<file path="src/rtl/hv_assoc_search_if.sv">
// Query/result/class-memory bus for hv_assoc_search.
// slave: the search block. master: encoder, class memory and host CSR side.
interface hv_assoc_search_if #(
   parameter int unsigned HVDimension = 512,
   parameter int unsigned NumClasses  = 32
);
   localparam int unsigned ClassAddrWidth = $clog2(NumClasses);
   localparam int unsigned DistWidth      = $clog2(HVDimension) + 1;

   logic [HVDimension-1:0]    qhv_i;
   logic                      qhv_valid_i;
   logic                      qhv_ready_o;
   logic [ClassAddrWidth:0]   num_classes_i;
   logic                      class_rd_en_o;
   logic [ClassAddrWidth-1:0] class_addr_o;
   logic [HVDimension-1:0]    class_data_i;
   logic [ClassAddrWidth-1:0] predict_o;
   logic [DistWidth-1:0]      hamm_dist_o;
   logic                      predict_valid_o;
   logic                      predict_ready_i;
   logic                      busy_o;

   modport slave (
      input  qhv_i, qhv_valid_i, num_classes_i, class_data_i, predict_ready_i,
      output qhv_ready_o, class_rd_en_o, class_addr_o, predict_o, hamm_dist_o,
             predict_valid_o, busy_o
   );

   modport master (
      output qhv_i, qhv_valid_i, num_classes_i, class_data_i, predict_ready_i,
      input  qhv_ready_o, class_rd_en_o, class_addr_o, predict_o, hamm_dist_o,
             predict_valid_o, busy_o
   );
endinterface

</file>
<file path="src/rtl/hv_assoc_search.sv">
// Associative search: streams class-HV rows past a latched query and reports
// the row with minimum Hamming distance (lowest index wins ties).
// Optional macro HV_ASSOC_SEARCH_EARLY_EXIT_EN: stop at the first exact match.
module hv_assoc_search #(
   parameter int unsigned HVDimension    = 512,
   parameter int unsigned NumClasses     = 32,
   parameter int unsigned ClassAddrWidth = $clog2(NumClasses),
   parameter int unsigned DistWidth      = $clog2(HVDimension) + 1
) (
   input logic              clk_i,
   input logic              rst_ni,
   hv_assoc_search_if.slave bus
);
   localparam int unsigned CntWidth = ClassAddrWidth + 1;

   typedef enum logic [1:0] {IDLE, SEARCH, DRAIN, DONE} state_e;

   state_e                    state_q;
   logic [HVDimension-1:0]    qhv_q;
   logic [CntWidth-1:0]       n_q;
   logic [DistWidth-1:0]      min_dist_q;
   logic [ClassAddrWidth-1:0] min_idx_q;
   logic                      rd_vld_q;
   logic [ClassAddrWidth-1:0] rd_tag_q;

   logic [DistWidth-1:0]      dist_c;
   logic                      better_c;
   logic [DistWidth-1:0]      nxt_min_dist_c;
   logic [ClassAddrWidth-1:0] nxt_min_idx_c;
   logic                      last_addr_c;
   logic [CntWidth-1:0]       n_sel_c;
`ifdef HV_ASSOC_SEARCH_EARLY_EXIT_EN
   logic                      hit_c;
`endif

   function automatic logic [DistWidth-1:0] popcount(input logic [HVDimension-1:0] v);
      logic [DistWidth-1:0] c;
      c = '0;
      for (int unsigned i = 0; i < HVDimension; i++) begin
         c = c + DistWidth'(v[i]);
      end
      return c;
   endfunction

   // Distance of the returning row and running-minimum candidate
   always_comb begin
      dist_c         = popcount(qhv_q ^ bus.class_data_i);
      better_c       = rd_vld_q && (dist_c < min_dist_q);
      nxt_min_dist_c = better_c ? dist_c   : min_dist_q;
      nxt_min_idx_c  = better_c ? rd_tag_q : min_idx_q;
      last_addr_c    = ({1'b0, bus.class_addr_o} == (n_q - CntWidth'(1)));
      n_sel_c        = (bus.num_classes_i > CntWidth'(NumClasses)) ?
                       CntWidth'(NumClasses) : bus.num_classes_i;
`ifdef HV_ASSOC_SEARCH_EARLY_EXIT_EN
      hit_c          = rd_vld_q && (dist_c == '0);
`endif
   end

   // Search FSM, read pipeline and registered outputs
   always_ff @(posedge clk_i or negedge rst_ni) begin
      if (!rst_ni) begin
         state_q             <= IDLE;
         qhv_q               <= '0;
         n_q                 <= '0;
         min_dist_q          <= '0;
         min_idx_q           <= '0;
         rd_vld_q            <= 1'b0;
         rd_tag_q            <= '0;
         bus.qhv_ready_o     <= 1'b1;
         bus.class_rd_en_o   <= 1'b0;
         bus.class_addr_o    <= '0;
         bus.predict_o       <= '0;
         bus.hamm_dist_o     <= '0;
         bus.predict_valid_o <= 1'b0;
         bus.busy_o          <= 1'b0;
      end else begin
         rd_vld_q <= bus.class_rd_en_o;
         rd_tag_q <= bus.class_addr_o;
         if (better_c) begin
            min_dist_q <= dist_c;
            min_idx_q  <= rd_tag_q;
         end

         unique case (state_q)
            IDLE: begin
               if (bus.qhv_valid_i && bus.qhv_ready_o) begin
                  qhv_q           <= bus.qhv_i;
                  n_q             <= n_sel_c;
                  min_dist_q      <= DistWidth'(HVDimension);
                  min_idx_q       <= '0;
                  bus.qhv_ready_o <= 1'b0;
                  bus.busy_o      <= 1'b1;
                  if (n_sel_c == '0) begin
                     state_q             <= DONE;
                     bus.predict_o       <= '0;
                     bus.hamm_dist_o     <= DistWidth'(HVDimension);
                     bus.predict_valid_o <= 1'b1;
                  end else begin
                     state_q           <= SEARCH;
                     bus.class_rd_en_o <= 1'b1;
                     bus.class_addr_o  <= '0;
                  end
               end
            end

            SEARCH: begin
               if (last_addr_c) begin
                  state_q           <= DRAIN;
                  bus.class_rd_en_o <= 1'b0;
               end else begin
                  bus.class_addr_o <= bus.class_addr_o + ClassAddrWidth'(1);
               end
`ifdef HV_ASSOC_SEARCH_EARLY_EXIT_EN
               if (hit_c) begin
                  state_q             <= DONE;
                  bus.class_rd_en_o   <= 1'b0;
                  rd_vld_q            <= 1'b0;
                  bus.predict_o       <= rd_tag_q;
                  bus.hamm_dist_o     <= '0;
                  bus.predict_valid_o <= 1'b1;
               end
`endif
            end

            DRAIN: begin
               state_q             <= DONE;
               bus.predict_o       <= nxt_min_idx_c;
               bus.hamm_dist_o     <= nxt_min_dist_c;
               bus.predict_valid_o <= 1'b1;
            end

            DONE: begin
               if (bus.predict_ready_i) begin
                  state_q             <= IDLE;
                  bus.predict_valid_o <= 1'b0;
                  bus.qhv_ready_o     <= 1'b1;
                  bus.busy_o          <= 1'b0;
               end
            end

            default: state_q <= IDLE;
         endcase
      end
   end
endmodule

</file>
<file path="src/flat_wrapper.sv">
// flat-port wrapper written by rule: the top's interface ports become plain ports
module hv_assoc_search_flat 
#(
   parameter int unsigned HVDimension    = 512,
   parameter int unsigned NumClasses     = 32,
   parameter int unsigned ClassAddrWidth = $clog2(NumClasses),
   parameter int unsigned DistWidth      = $clog2(HVDimension) + 1
)
  (clk_i, rst_ni, bus_qhv_i, bus_qhv_valid_i, bus_num_classes_i, bus_class_data_i, bus_predict_ready_i, bus_qhv_ready_o, bus_class_rd_en_o, bus_class_addr_o, bus_predict_o, bus_hamm_dist_o, bus_predict_valid_o, bus_busy_o);
  hv_assoc_search_if #(.HVDimension(HVDimension), .NumClasses(NumClasses)) bus_i ();
  input logic clk_i;
  input logic rst_ni;
  input wire logic [$bits(bus_i.qhv_i)-1:0] bus_qhv_i;
  input wire logic [$bits(bus_i.qhv_valid_i)-1:0] bus_qhv_valid_i;
  input wire logic [$bits(bus_i.num_classes_i)-1:0] bus_num_classes_i;
  input wire logic [$bits(bus_i.class_data_i)-1:0] bus_class_data_i;
  input wire logic [$bits(bus_i.predict_ready_i)-1:0] bus_predict_ready_i;
  output wire logic [$bits(bus_i.qhv_ready_o)-1:0] bus_qhv_ready_o;
  output wire logic [$bits(bus_i.class_rd_en_o)-1:0] bus_class_rd_en_o;
  output wire logic [$bits(bus_i.class_addr_o)-1:0] bus_class_addr_o;
  output wire logic [$bits(bus_i.predict_o)-1:0] bus_predict_o;
  output wire logic [$bits(bus_i.hamm_dist_o)-1:0] bus_hamm_dist_o;
  output wire logic [$bits(bus_i.predict_valid_o)-1:0] bus_predict_valid_o;
  output wire logic [$bits(bus_i.busy_o)-1:0] bus_busy_o;
  assign bus_i.qhv_i = bus_qhv_i;
  assign bus_i.qhv_valid_i = bus_qhv_valid_i;
  assign bus_i.num_classes_i = bus_num_classes_i;
  assign bus_i.class_data_i = bus_class_data_i;
  assign bus_i.predict_ready_i = bus_predict_ready_i;
  assign bus_qhv_ready_o = bus_i.qhv_ready_o;
  assign bus_class_rd_en_o = bus_i.class_rd_en_o;
  assign bus_class_addr_o = bus_i.class_addr_o;
  assign bus_predict_o = bus_i.predict_o;
  assign bus_hamm_dist_o = bus_i.hamm_dist_o;
  assign bus_predict_valid_o = bus_i.predict_valid_o;
  assign bus_busy_o = bus_i.busy_o;
  hv_assoc_search #(.HVDimension(HVDimension), .NumClasses(NumClasses), .ClassAddrWidth(ClassAddrWidth), .DistWidth(DistWidth)) u_core (.clk_i(clk_i), .rst_ni(rst_ni), .bus(bus_i));
endmodule
</file>
<file path="config.mk">
export PLATFORM = sky130hd
export DESIGN_NAME = hv_assoc_search_flat
export DESIGN_NICKNAME = d
export VERILOG_FILES = /design/src/rtl/hv_assoc_search_if.sv /design/src/rtl/hv_assoc_search.sv /design/src/flat_wrapper.sv
export SDC_FILE = /design/constraint.sdc
export NUM_CORES = 2
export LEC_CHECK = 0
export CAP_MARGIN = 25
export CELL_PAD_IN_SITES_DETAIL_PLACEMENT = 0
export CELL_PAD_IN_SITES_GLOBAL_PLACEMENT = 1
export CORE_AREA = 3 3 406 408
export DETAILED_ROUTE_END_ITERATION = 16
export DIE_AREA = 0 0 409 411
export DONT_BUFFER_PORTS = 1
export PLACE_DENSITY_LB_ADDON = 0.1
export SYNTH_ARGS = -nofsm -noshare
export SYNTH_HDL_FRONTEND = slang
export SYNTH_SLANG_ARGS = --single-unit
</file>
<file path="constraint.sdc">
create_clock -name clk_i -period 14.4 [get_ports clk_i]
set_input_delay 1.44 -clock clk_i [delete_from_list [all_inputs] [get_ports clk_i]]
set_output_delay 1.44 -clock clk_i [all_outputs]
set_load 0.01 [all_outputs]
</file>
# [After elaboration in Yosys (flattened, before gate mapping)]
# Cells that the tools add are included.
[word_totals] ff_bits=565 latchBits=0 ram_bits=0 romBits=0 output_inout_bits=24 word_cells=590 mem_count=0
[op_classes] n_addsub=513 mul=0 n_div=0 order_cmp=2 n_eq_ne=10 shift=0 muxes=35 bitwise=1 n_reduce_logical=15
[op_table] operator="$add 10x1->10" count=510
[op_table] operator="$xor 512x512->512" count=1
[op_table] operator="$mux 10" count=5
[op_table] operator="$mux 5" count=8
[op_table] operator="$pmux 10 s2" count=1
[op_table] operator="$pmux 5 s2" count=2
[op_table] operator="$reduce_and 4->1" count=3
[op_table] operator="$lt 10x10->1" count=1
[op_table] operator="$mux 1" count=9
[op_table] operator="$reduce_and 3->1" count=3
[op_table] operator="$mux 2" count=4
[op_table] operator="$pmux 2 s4" count=1
[op_table] operator="$eq 5x6->1" count=1
[op_table] operator="$gt 6x6->1 const B" count=1
[op_table] operator="$logic_not 6->1" count=1
[op_table] operator="$mux 6" count=1
[op_table] operator="$ne 2x1->1 const B" count=3
[op_table] operator="$ne 2x2->1 const B" count=3
[op_table] operator="$pmux 1 s2" count=3
[op_table] operator="$reduce_bool 2->1" count=3
[op_table] operator="$sub 6x1->6 const B" count=1
[op_table] operator="$add 5x1->5 const B" count=1
[op_table] operator="$eq 2x2->1 const B" count=2
[op_table] operator="$pmux 1 s3" count=1
[op_table] operator="6 further kinds" count=7

# [Longest topological paths before layout]
[depth] depth_word=517 mapped_depth=40 ltp_nobuf=39

# [Worst setup path before layout]
# OpenSTA, ideal clock, no wires.
[synth_timing] kind="in2reg" startpoint="input bus_class_data_i[388]" endpoint="register u_core.bus.hamm_dist_o[8]" setup_time_ps=120 t_arrival_ps=11589 t_required_ps=14280 setup_slack_ps=2691 cell_stages=40 cell_sequence="xor2_1 -> fa_1 -> inv_1 -> fa_1 -> inv_1 -> fa_1 -> fa_1 -> inv_1 -> fa_1 -> inv_1 -> fa_1 -> inv_1 -> fa_1 -> inv_1 -> fa_1 -> inv_1 -> fa_1 -> fa_1 -> [4 not listed] -> inv_1 -> fa_1 -> inv_1 -> fa_1 -> fa_1 -> nor2b_1 -> o211a_1 -> or4_1 -> a21oi_1 -> xnor2_1 -> ha_1 -> a21o_1 -> nand2_1 -> nand4b_1 -> or2_2 -> buf_2 -> a32o_1 -> a31o_2"
[synth_via] elab_chain_cells=129
[synth_rtl] item="start: declaration" line="flat_wrapper.sv:16" source="input wire logic [$bits(bus_i.class_data_i)-1:0] bus_class_data_i;"
[synth_rtl] item="$xor 512x512->512 (*)" line="hv_assoc_search.sv:47" source="dist_c = popcount(qhv_q ^ bus.class_data_i);"
[synth_rtl] item="$add 10x1->10 (*) (124 in a row)" line="hv_assoc_search.sv:40" source="c = c + DistWidth'(v[i]);"
[synth_rtl] item="$lt 10x10->1" line="hv_assoc_search.sv:48" source="better_c = rd_vld_q && (dist_c < min_dist_q);"
[synth_rtl] item="$logic_and 1x1->1" line="hv_assoc_search.sv:48"
[synth_rtl] item="$mux 10 (*)" line="hv_assoc_search.sv:49" source="nxt_min_dist_c = better_c ? dist_c : min_dist_q;"
[synth_rtl] item="$pmux 10 s2 (*)" line="hv_assoc_search.sv:84" source="unique case (state_q)"
[synth_rtl] item="end signal: assignment" line="hv_assoc_search.sv:96" source="bus.hamm_dist_o <= DistWidth'(HVDimension);"
[synth_rtl] item="end signal: assignment" line="hv_assoc_search.sv:128" source="bus.hamm_dist_o <= nxt_min_dist_c;"
[synth_rtl] item="end: declaration" line="hv_assoc_search_if.sv:25" source="output qhv_ready_o, class_rd_en_o, class_addr_o, predict_o, hamm_dist_o,"
# Mark *: on every way between the ends. The rest lies on a longest branch, timed or not.
# A chain may end at the register's enable or synchronous reset.

# [Worst setup path in the final report]
[layout_timing] startpoint="input bus_class_data_i[160]" endpoint="register u_core.bus.hamm_dist_o[5]"
[layout_via] elab_chain_cells=357
[layout_rtl] item="$xor 512x512->512 (*)" line="hv_assoc_search.sv:47"
[layout_rtl] item="$add 10x1->10 (*) (352 in a row)" line="hv_assoc_search.sv:40"
[layout_rtl] item="$lt 10x10->1" line="hv_assoc_search.sv:48"
[layout_rtl] item="$logic_and 1x1->1" line="hv_assoc_search.sv:48"
[layout_rtl] item="$mux 10 (*)" line="hv_assoc_search.sv:49"
[layout_rtl] item="$pmux 10 s2 (*)" line="hv_assoc_search.sv:84"
# Marked as above.

==> qor.yml <==
status: "complete, but fails checks"
violations: "slew limit"
crit_path_top_delay_cell: "fa_1"
die_w_um: 409
clk_latency_ns: 0.67
async_reset_ff_frac: 1.00
cts_max_path_buffers: 3
drt_iter0_markers: 1245
cp.required_ns: 14.93
cp_max_fo: 10
cts-buffers-inserted: 79
synth_seq_cells: 565
arrival_ns: 12.71
cts_tree: "built"
fmax_ghz: 0.0821
rows: 148
yosys.area.top_type: "dfrtp_1"
synth_warnings: 0
netlist-cell-type-count: 50
viasPerCell: 4.04
cap_violations: 0
finalCritPeriodShare: 0.846
setup_viol: 0
globalRouteOverflowTotal: 0
multi_input_area_um2: 22400
cp.buffers_inverters: 7
cts_resized: 0
cpPeakStageDelay_ns: 0.63
yosys-top-cells-area: "dfrtp_1 (36%), fa_1 (25%), nand2_1 (15%), xor2_1 (6.3%), xnor2_1 (5.6%)"
grt_pass1_vias: 28600
synthFlopType: "dfrtp_1"
gp_congestion: 0.786
grt_pass1_wl_mm: 224
dr.pass1.iters: 5
finalMaxSlewViolations: 371
relSlewSlack: -2.09
dieArea_um2: 168000
start_util: 0.240
fin_skew_ns: 0.0314
drive_gt1_frac: 0.0365
postCtsHoldBufs: 0
cts_setup_buffers: 0
hold_viol_final: 0
yosysSeqAreaShare: 0.364
clockRootBuffer: "clkbuf_16"
routed_wl_mm: 162
hold_class: "in2async"
critPathCaptureType: "register"
vias: 25200
grt_setup_unrepaired: "no"
hpwl_mm: 133
tns_ns: 0
clock-sinks: 565
core_um2: 162000
path_delay_family: "adder cells"
port_buffers: 0
netlist_area_um2: 38900
ys_top_cells_by_count: "nand2_1 (1568), dfrtp_1 (564), inv_1 (513)"
synth_edf_count: 0
synth_cells: 4015
seqCellArea_um2: 14100
grt_usage: 0.191
syn_to_final_growth_pct: 13.2
critPathMostFrequentCell: "fa_1"
synth.avg_cell_area_um2: 9.68
wl_per_cell_um: 25.9
worst_pin_slew_ns: 4.63
period_minus_slack_ns: 12.18
fillerInstances: 17500
drc: 0
synth_top_area_share: 0.363
cp-start-kind: "input pin"
ant_nets: 0
synth_most_common_cell: "nand2_1"
die_h_um: 411
antenna_found_initial: 36
clk_pin_slew_ns: 0.06
critical_path_class: "in2reg"
grt_max_degree: 566
ctsHtreeMaxLevel: 3
ios: 1058
syn_nets: 5623
layout.nets: 5599
## cell usage in the layout (no fill, tap or decap), types with 17 or more instances in the layout
cell | synthesis | routed
clkbuf_1 | 110 | 24
clkbuf_16 | 0 | 80
clkbuf_8 | 0 | 17
dfrtp_1 | 564 | 564
fa_1 | 495 | 495
ha_1 | 79 | 79
inv_1 | 513 | 513
nand2_1 | 1568 | 1568
nor2_1 | 29 | 28
o21ai_0 | 26 | 26
xnor2_1 | 247 | 247
xor2_1 | 278 | 278
## state kept, by name, summed over array words and instances, names as in the netlist, named ones only
| name | flops |
|---|---|
| u_core.state_q | 2 |
| u_core.min_idx_q | 1 |
| u_core.bus.busy_o | 1 |
| u_core.bus.class_rd_en_o | 1 |
| u_core.bus.predict_o | 5 |
| u_core.bus.qhv_ready_o | 1 |
| u_core.rd_vld_q | 1 |
| u_core.rd_tag_q | 5 |
| u_core.min_dist_q | 1 |
| u_core.qhv_q | 512 |
| u_core.n_q | 6 |
| u_core.bus.class_addr_o | 5 |
| u_core.bus.hamm_dist_o | 10 |
| u_core.bus.predict_valid_o | 1 |
## cells by family after synthesis
| group | after synthesis | share of synthesized area |
|---|---|---|
| adder cells (fa/ha/maj) | 574 | 0.280 |
| flip-flops | 565 | 0.364 |
| XOR/XNOR | 526 | 0.119 |
| buffers and inverters | 634 | 0.0613 |
| AO/OA/AOI/OAI | 64 | 0.0112 |
| AND/OR/NAND/NOR | 1635 | 0.160 |
| multiplexers | 17 | 0.00441 |
## through the flow
| step | area (µm²) | util | setup slack [ns] | hold WS [ns] | instances |
|---|---|---|---|---|---|
| 2_1_floorplan | 38900 | - | 2.69 | 0.429 | 4015 |
| 3_3_place_gp | 41300 | 0.255 | 1.50 | 0.476 | 6085 |
| 3_5_place_dp | 41300 | 0.255 | 1.42 | 0.482 | 6085 |
| 4_1_cts | 44000 | 0.271 | 2.16 | 0.395 | 6229 |
| 5_1_grt | 44000 | 0.271 | 1.79 | 0.412 | 6238 |
| 6_report | 44000 | 0.271 | 2.22 | 0.482 | 6243 |
## worst register-to-register path, delay by kind of cell (launching register included)
| family | cells | cell delay, ns |
|---|---|---|
| AOI/OAI and AO/OA | 4 | 0.54 |
| muxes | 1 | 0.33 |
| adders and majority gates | 16 | 8.02 |
| DFF | 1 | 0.42 |
| and+or+nand+nor | 5 | 1.13 |
| xor gates and xnor gates | 2 | 0.90 |
| buffers and inverters | 7 | 0.37 |
## path summary, 6_finish.rpt
check / slack [ns] / startpoint / cells after the start / end
min in group clk_i: 0.49 / u_core.qhv_q[493] / 2 / u_core.qhv_q[493]
max reg2reg: 2.55 / u_core.qhv_q[160] / 35 / u_core.bus.hamm_dist_o[5]
max: 2.22 / bus_class_data_i[160] / 35 / u_core.bus.hamm_dist_o[5]
max in group asynchronous: 10.30 / rst_ni / 0 / u_core.qhv_q[79]
min: 0.48 / rst_ni / 0 / u_core.qhv_q[68]
min reg2reg: 0.49 / u_core.qhv_q[493] / 2 / u_core.qhv_q[493]
## per-layer routing
metal  global-route usage  vias to the layer above  wire length (µm)
li1                     -                    11800                 -
met1                0.216                    12400             61800
met2                0.329                      807             80500
met3               0.0762                      189             14800
met4               0.0575                       30              4390
met5                    0                        -               210
## layout make-up
type                       count  area share
tap                         2175      0.0619
antenna                       14    0.000796
sequential                   565       0.321
clock inverter                23     0.00779
multi-input combinational   2816       0.508
inverter                     513      0.0438
clock buffer                 121      0.0529
timing repair buffer          16     0.00301
Power is left out: the tool's default activity adds up to more than one toggle a clock period on the data nets, which glitch-free logic cannot reach.
